File: config.mk
export PLATFORM = sky130hd
export DESIGN_NAME = mem_arbiter
export DESIGN_NICKNAME = d
export VERILOG_FILES = /design/src/rtl/mem_arbiter_pkg.sv /design/src/rtl/mem_arbiter_outstanding_ctr.sv /design/src/rtl/mem_arbiter.sv
export SDC_FILE = /design/constraint.sdc
export NUM_CORES = 1
export LEC_CHECK = 0
export ABC_AREA = 1
export CAP_MARGIN = 10
export CORE_ASPECT_RATIO = 1.25
export CORE_MARGIN = 1
export CORE_UTILIZATION = 30
export DETAILED_ROUTE_END_ITERATION = 12
export PLACE_DENSITY = 0.86
export SLEW_MARGIN = 20
export SYNTH_ARGS = -nofsm -noshare
export SYNTH_HDL_FRONTEND = slang
export SYNTH_SLANG_ARGS = --single-unit
File: constraint.sdc
create_clock -name clk -period 2.4 [get_ports clk]
set_input_delay 0.6 -clock clk [delete_from_list [all_inputs] [get_ports clk]]
set_output_delay 0.6 -clock clk [all_outputs]
set_load 0.02 [all_outputs]
File: src/rtl/mem_arbiter_pkg.sv
// Shared types and defaults for the I-cache / D-cache memory arbiter.
// Latency: n/a (declarations only).
// Backpressure: n/a.
package mem_arbiter_pkg;

    // Arbiter states: IDLE between owners, GNT_x while a cache owns the
    // memory, DRAIN while the last owner's reads are still coming back.
    typedef enum logic [1:0] {
        ST_IDLE  = 2'd0,
        ST_GNT_I = 2'd1,
        ST_GNT_D = 2'd2,
        ST_DRAIN = 2'd3
    } arb_state_t;

    typedef enum logic {
        OWN_I = 1'b0,
        OWN_D = 1'b1
    } owner_t;

    // Default read depth matches the 4-cycle memory so bursts run bubble-free.
    localparam int MAX_OUT_DEF = 4;
    localparam int CNT_W_DEF   = 3;

    function automatic owner_t other_owner(input owner_t o);
        if (o == OWN_I) begin
            return OWN_D;
        end
        return OWN_I;
    endfunction

endpackage

File: src/rtl/mem_arbiter_outstanding_ctr.sv
// Counts reads issued to memory but not yet returned; saturates at MAX_OUT, never underflows.
// Latency: count updates on the clock after inc/dec; full/zero/underflow are combinational.
// Backpressure: o_full tells the arbiter to hold further reads (a same-cycle return frees a slot).
//
// Ports: i_inc (read accepted), i_dec (memory data valid), o_cnt (current count),
//        o_full (no room for another read this cycle), o_zero (nothing in flight),
//        o_underflow (a return arrived with nothing in flight; it is dropped).
module outstanding_ctr
    import mem_arbiter_pkg::*;
#(
    parameter int MAX_OUT = MAX_OUT_DEF,
    parameter int CNT_W   = CNT_W_DEF
) (
    input  logic             clk,
    input  logic             rst_n,
    input  logic             i_inc,
    input  logic             i_dec,
    output logic [CNT_W-1:0] o_cnt,
    output logic             o_full,
    output logic             o_zero,
    output logic             o_underflow
);

    logic [CNT_W-1:0] r_cnt;
    logic             w_at_max;
    logic             w_dec_ok;
    logic             w_inc_ok;

    assign w_at_max    = (r_cnt == CNT_W'(MAX_OUT));
    assign o_zero      = (r_cnt == '0);
    assign o_full      = w_at_max & ~i_dec;
    assign o_underflow = i_dec & o_zero;
    assign o_cnt       = r_cnt;

    // A return with nothing in flight is ignored so the count stays at 0.
    assign w_dec_ok = i_dec & ~o_zero;
    assign w_inc_ok = i_inc & (~w_at_max | w_dec_ok);

    always_ff @(posedge clk or negedge rst_n) begin
        if (!rst_n) begin
            r_cnt <= '0;
        end else if (w_inc_ok && !w_dec_ok) begin
            r_cnt <= r_cnt + CNT_W'(1);
        end else if (!w_inc_ok && w_dec_ok) begin
            r_cnt <= r_cnt - CNT_W'(1);
        end
    end

endmodule

File: src/rtl/mem_arbiter.sv
// Shares one pipelined main memory between the I-cache and D-cache miss engines.
// Latency: grant one cycle after a request is seen in IDLE; accept/mem_*/data_vld are combinational.
// Backpressure: reads stall while MAX_OUT are in flight; the non-owner waits until the next IDLE.
//
// Ports: clk/rst_n; I-cache read request + address; D-cache read/write request, address, write data;
//        i_gnt/d_gnt ownership, i_accept/d_accept issue strobes, i_data_vld/d_data_vld return routing;
//        mem_en/mem_wr/mem_addr/mem_data_in memory drive, mem_data_valid memory return;
//        err_spurious sticky flag for a return seen with nothing outstanding.
module mem_arbiter
    import mem_arbiter_pkg::*;
#(
    parameter int MAX_OUT = MAX_OUT_DEF,
    parameter int CNT_W   = CNT_W_DEF
) (
    input  logic        clk,
    input  logic        rst_n,
    input  logic        i_rd_req,
    input  logic [15:0] i_addr,
    input  logic        d_rd_req,
    input  logic        d_wr_req,
    input  logic [15:0] d_addr,
    input  logic [15:0] d_wdata,
    output logic        i_gnt,
    output logic        d_gnt,
    output logic        i_accept,
    output logic        d_accept,
    output logic        i_data_vld,
    output logic        d_data_vld,
    output logic        mem_en,
    output logic        mem_wr,
    output logic [15:0] mem_addr,
    output logic [15:0] mem_data_in,
    input  logic        mem_data_valid,
    output logic        err_spurious
);

    arb_state_t       r_state;
    arb_state_t       w_state_nxt;
    owner_t           r_owner;
    owner_t           w_owner_nxt;
    owner_t           r_last;
    owner_t           w_last_nxt;
    owner_t           w_pick;
    logic             r_err;

    logic             w_d_req;
    logic             w_rd_issue;
    logic [CNT_W-1:0] w_cnt;
    logic             w_full;
    logic             w_zero;
    logic             w_underflow;
    logic             w_last_return;

    assign w_d_req = d_rd_req | d_wr_req;

    outstanding_ctr #(
        .MAX_OUT (MAX_OUT),
        .CNT_W   (CNT_W)
    ) u_ctr (
        .clk         (clk),
        .rst_n       (rst_n),
        .i_inc       (w_rd_issue),
        .i_dec       (mem_data_valid),
        .o_cnt       (w_cnt),
        .o_full      (w_full),
        .o_zero      (w_zero),
        .o_underflow (w_underflow)
    );

    // The final outstanding word returning this cycle lets DRAIN exit now.
    assign w_last_return = (w_cnt == CNT_W'(1)) & mem_data_valid;

    always_ff @(posedge clk or negedge rst_n) begin
        if (!rst_n) begin
            r_state <= ST_IDLE;
            r_owner <= OWN_I;
            r_last  <= OWN_D;   // so the I-cache wins the first tie
            r_err   <= 1'b0;
        end else begin
            r_state <= w_state_nxt;
            r_owner <= w_owner_nxt;
            r_last  <= w_last_nxt;
            if (w_underflow) begin
                r_err <= 1'b1;
            end
        end
    end

    always_comb begin
        w_state_nxt = r_state;
        w_owner_nxt = r_owner;
        w_last_nxt  = r_last;
        w_pick      = OWN_I;
        case (r_state)
            ST_IDLE: begin
                if (i_rd_req && w_d_req) begin
                    w_pick = other_owner(r_last);
                end else if (w_d_req) begin
                    w_pick = OWN_D;
                end
                if (i_rd_req || w_d_req) begin
                    w_owner_nxt = w_pick;
                    w_last_nxt  = w_pick;
                    if (w_pick == OWN_I) begin
                        w_state_nxt = ST_GNT_I;
                    end else begin
                        w_state_nxt = ST_GNT_D;
                    end
                end
            end
            ST_GNT_I: begin
                if (!i_rd_req) begin
                    w_state_nxt = w_zero ? ST_IDLE : ST_DRAIN;
                end
            end
            ST_GNT_D: begin
                if (!w_d_req) begin
                    w_state_nxt = w_zero ? ST_IDLE : ST_DRAIN;
                end
            end
            ST_DRAIN: begin
                if (w_zero || w_last_return) begin
                    w_state_nxt = ST_IDLE;
                end
            end
            default: begin
                w_state_nxt = ST_IDLE;
            end
        endcase
    end

    assign i_gnt = (r_state == ST_GNT_I);
    assign d_gnt = (r_state == ST_GNT_D);

    // Writes ignore the read limit: they are fire-and-forget and win over a
    // simultaneous D-cache read.
    assign i_accept   = i_gnt & i_rd_req & ~w_full;
    assign d_accept   = d_gnt & ((d_rd_req & ~w_full) | d_wr_req);
    assign w_rd_issue = i_accept | (d_accept & ~d_wr_req);

    assign mem_en      = i_accept | d_accept;
    assign mem_wr      = d_accept & d_wr_req;
    assign mem_data_in = d_wdata;

    always_comb begin
        mem_addr = 16'h0000;
        case (r_state)
            ST_GNT_I: mem_addr = i_addr;
            ST_GNT_D: mem_addr = d_addr;
            default:  mem_addr = 16'h0000;
        endcase
    end

    assign i_data_vld   = mem_data_valid & (r_owner == OWN_I) & ~w_zero;
    assign d_data_vld   = mem_data_valid & (r_owner == OWN_D) & ~w_zero;
    assign err_spurious = r_err;

endmodule

==> impl_metrics.json <==
{
  "status": "finished, final reports clean",
  "hold_violations": 0,
  "tritoncts.num_buffers": 3,
  "placed_wire_length_estimate_um": 2310,
  "cp_max_fo": 3,
  "clkLatencyLatePin_ns": 0.23,
  "postLayoutSetupSlackWorst_ns": 0.0536,
  "cts.sinks": 8,
  "final-setup-viol-count": 0,
  "die_height_um": 66.8,
  "clock_tree_from_tritoncts": "yes",
  "route.vias.total": 1118,
  "design.final.nets": 280,
  "ioPinCount": 95,
  "post-route-drc-count": 0,
  "layout_worst_path_cycle_share_pct": 97.8,
  "grt_first_pass_wirelength_um": 3880,
  "worstMarginPinSlew_ns": 0.360,
  "route.detailed.wl_per_inst_um": 10.9,
  "dp_worst_setup_slack_ns": -0.263,
  "synth_area_per_cell_um2": 6.26,
  "h-tree-depth": 1,
  "critical_path_arrival_ns": 1.75,
  "grt_start_max_net_pins": 18,
  "timing.final.max_slew_violations": 0,
  "setup.worst_path.start_class": "primary input",
  "global_route.overflow_total": 0,
  "post_drt_via_cell_ratio": 4.44,
  "worst_setup_path_end_kind": "output port",
  "timing.max_slew.rel_slack_pct": 75.9,
  "synthSimpleGateAreaFrac_pct": 30.7,
  "dr.pass1.iters": 4,
  "final_antenna_net_count": 0,
  "worst_clock_skew_ns": 0.000400,
  "muxShareOfSynthArea_pct": 0,
  "globalplace.congestion": 0.835,
  "antenna_violations_before_repair": 0,
  "vdd.ir_drop.worst_uv": 568,
  "finalWirelength_um": 2740,
  "floorplan.die_area_um2": 3590,
  "layout.cells.most_common_list": "sky130_fd_sc_hd__nand2_1 (55), sky130_fd_sc_hd__clkdlybuf4s50_1 (37), sky130_fd_sc_hd__inv_1 (16), sky130_fd_sc_hd__a21oi_1 (16), sky130_fd_sc_hd__dlygate4sd2_1 (15)",
  "setup-tns-final_ns": 0,
  "p_leak_uw": 0.000855,
  "ys_ff_latch": 8,
  "cts_root_buffer": "sky130_fd_sc_hd__clkbuf_8",
  "fin_hold_ws_ns": 0.476,
  "max_freq_ghz": 0.426,
  "filler_cell_count": 326,
  "drive_above_1_share_pct": 10.7,
  "synthCells": 161,
  "placement_rows": 23,
  "diodes": 0,
  "io_buffers": 62,
  "yosysSeqAreaShare_pct": 20.0,
  "core_area_um2": 3190,
  "post-route-min-period_ns": 2.35,
  "worst_ep_required_time_ns": 1.80,
  "synth-adder-area-share_pct": 12.4,
  "synth_compound_area_share_pct": 12.4,
  "netlist_area_pre_place_um2": 1010,
  "postLayoutCoreUtil_pct": 51.5,
  "path_class": "in2out",
  "synth.lib_cells_used.distinct": 21,
  "overall_global_routing_usage_pct": 15.0,
  "synth_nets": 225,
  "clkTransAtPathRegs_ns": 0.04,
  "effective_utilization_at_floorplan_pct": 31.5,
  "drt_iter0_drc": 12,
  "warning_count_from_the_yosys_run": 0,
  "rsz_0062_raised_after_global_routing": "no",
  "synthXorXnorAreaFrac_pct": 2.61,
  "number_of_global_route_vias_before_repair": 952,
  "die_width_um": 53.8,
  "syn2layout_area_growth_pct": 63.2,
  "timing.max_cap.violations": 0,
  "holdCritPathClass": "reg2reg",
  "power_density_nw_per_um2": 1080,
  "mostFrequentLayoutCell": "sky130_fd_sc_hd__nand2_1",
  "cts-root-to-sink-buffers": 2,
  "combinational_family_with_the_most_area_after_synthesis": "simple AND/OR/NAND/NOR gates"
}
[where the power goes]
| part | switching, uW | total [uW] | internal, uW |
|---|---|---|---|
| registers | 52.5 | 262 | 209 |
| clock network | 55.9 | 171 | 115 |
| logic | 777 | 1340 | 566 |
[cell type report]
class	instances	area (um2)	share of cell area (%)
well taps	37	46.3	2.82
clock buffers	4	45.0	2.74
multi-input cells	113	586	35.6
inverters	19	71.3	4.34
flip-flops and latches	8	201	12.3
repair buffers	71	694	42.2
[final timing paths]
path	endpoint	slack, ns	depth (start not counted)	start
hold reg to reg	err_spurious	0.48	1	err_spurious
hold / removal	err_spurious	0.48	1	err_spurious
setup reg to reg	u_ctr.o_cnt[2]	0.33	13	r_state[0]
min in group asynchronous	err_spurious	0.65	1	rst_n
max in group asynchronous	r_last	1.45	1	rst_n
setup / recovery	d_accept	0.05	6	d_rd_req
[critical path, stage by stage]
cell	delay [ns]
sky130_fd_sc_hd__clkdlybuf4s50_1	0.49
sky130_fd_sc_hd__nor2_2	0.06
sky130_fd_sc_hd__nor2_2	0.12
sky130_fd_sc_hd__o21ai_2	0.09
sky130_fd_sc_hd__inv_1	0.06
sky130_fd_sc_hd__dlygate4sd2_1	0.32
[kinds of logic after synthesis]
logic type	count (synthesis)
simple gates	77
buf+inv	40
compound gates	23
fa+ha+maj	10
flops	8
xor+xnor	3
[synthesized netlist by cell type]
cell type / count / area [um2]
sky130_fd_sc_hd__nand2_2: 2 / 12.5
sky130_fd_sc_hd__buf_4: 18 / 135
sky130_fd_sc_hd__inv_2: 3 / 11.3
sky130_fd_sc_hd__ha_1: 10 / 125
sky130_fd_sc_hd__nor2_2: 2 / 12.5
sky130_fd_sc_hd__inv_1: 16 / 60.1
sky130_fd_sc_hd__clkbuf_1: 1 / 3.75
sky130_fd_sc_hd__o21ai_1: 1 / 5.00
sky130_fd_sc_hd__nor2_1: 10 / 37.5
sky130_fd_sc_hd__buf_2: 2 / 10.0
sky130_fd_sc_hd__nand3_1: 8 / 40.0
sky130_fd_sc_hd__a31o_2: 1 / 8.76
sky130_fd_sc_hd__xnor2_1: 1 / 8.76
sky130_fd_sc_hd__a21boi_1: 1 / 7.51
sky130_fd_sc_hd__dfstp_2: 1 / 26.3
sky130_fd_sc_hd__o21ai_0: 3 / 15.0
sky130_fd_sc_hd__xor2_1: 2 / 17.5
sky130_fd_sc_hd__nand2_1: 55 / 206
sky130_fd_sc_hd__o21ai_2: 1 / 8.76
sky130_fd_sc_hd__a21oi_1: 16 / 80.1
sky130_fd_sc_hd__dfrtp_1: 7 / 175
[what timing repair did]
item,in CTS,in global routing
cloned,0,0
resized for setup,23,11
hold buffers,0,0
pin swaps,0,0
buffers inserted,0,0
setup endpoints to repair,22,10
[per-layer routing]
layer / wire (um) / vias to the layer above / global-route usage [%]
li1: - / 589 / -
met1: 977 / 472 / 12.9
met2: 1290 / 47 / 28.5
met3: 385 / 10 / 4.57
met4: 87 / 0 / 8.88
met5: 0 / - / 0
[through the flow]
stage	area, um2	instances	power (uW)
finish	1640	252	1780
global route	1640	252	1960
CTS	1630	252	1800
detailed placement	1620	248	1720
global placement	1620	248	1690
floorplan	1010	161	1170
[flip-flops by register name (all words and copies together), names as in the netlist]
signal,flops
u_ctr.o_cnt,3
r_state,2
err_spurious,1
r_last,1
r_owner,1
No activity file was read; power rests on OpenSTA's default activity.
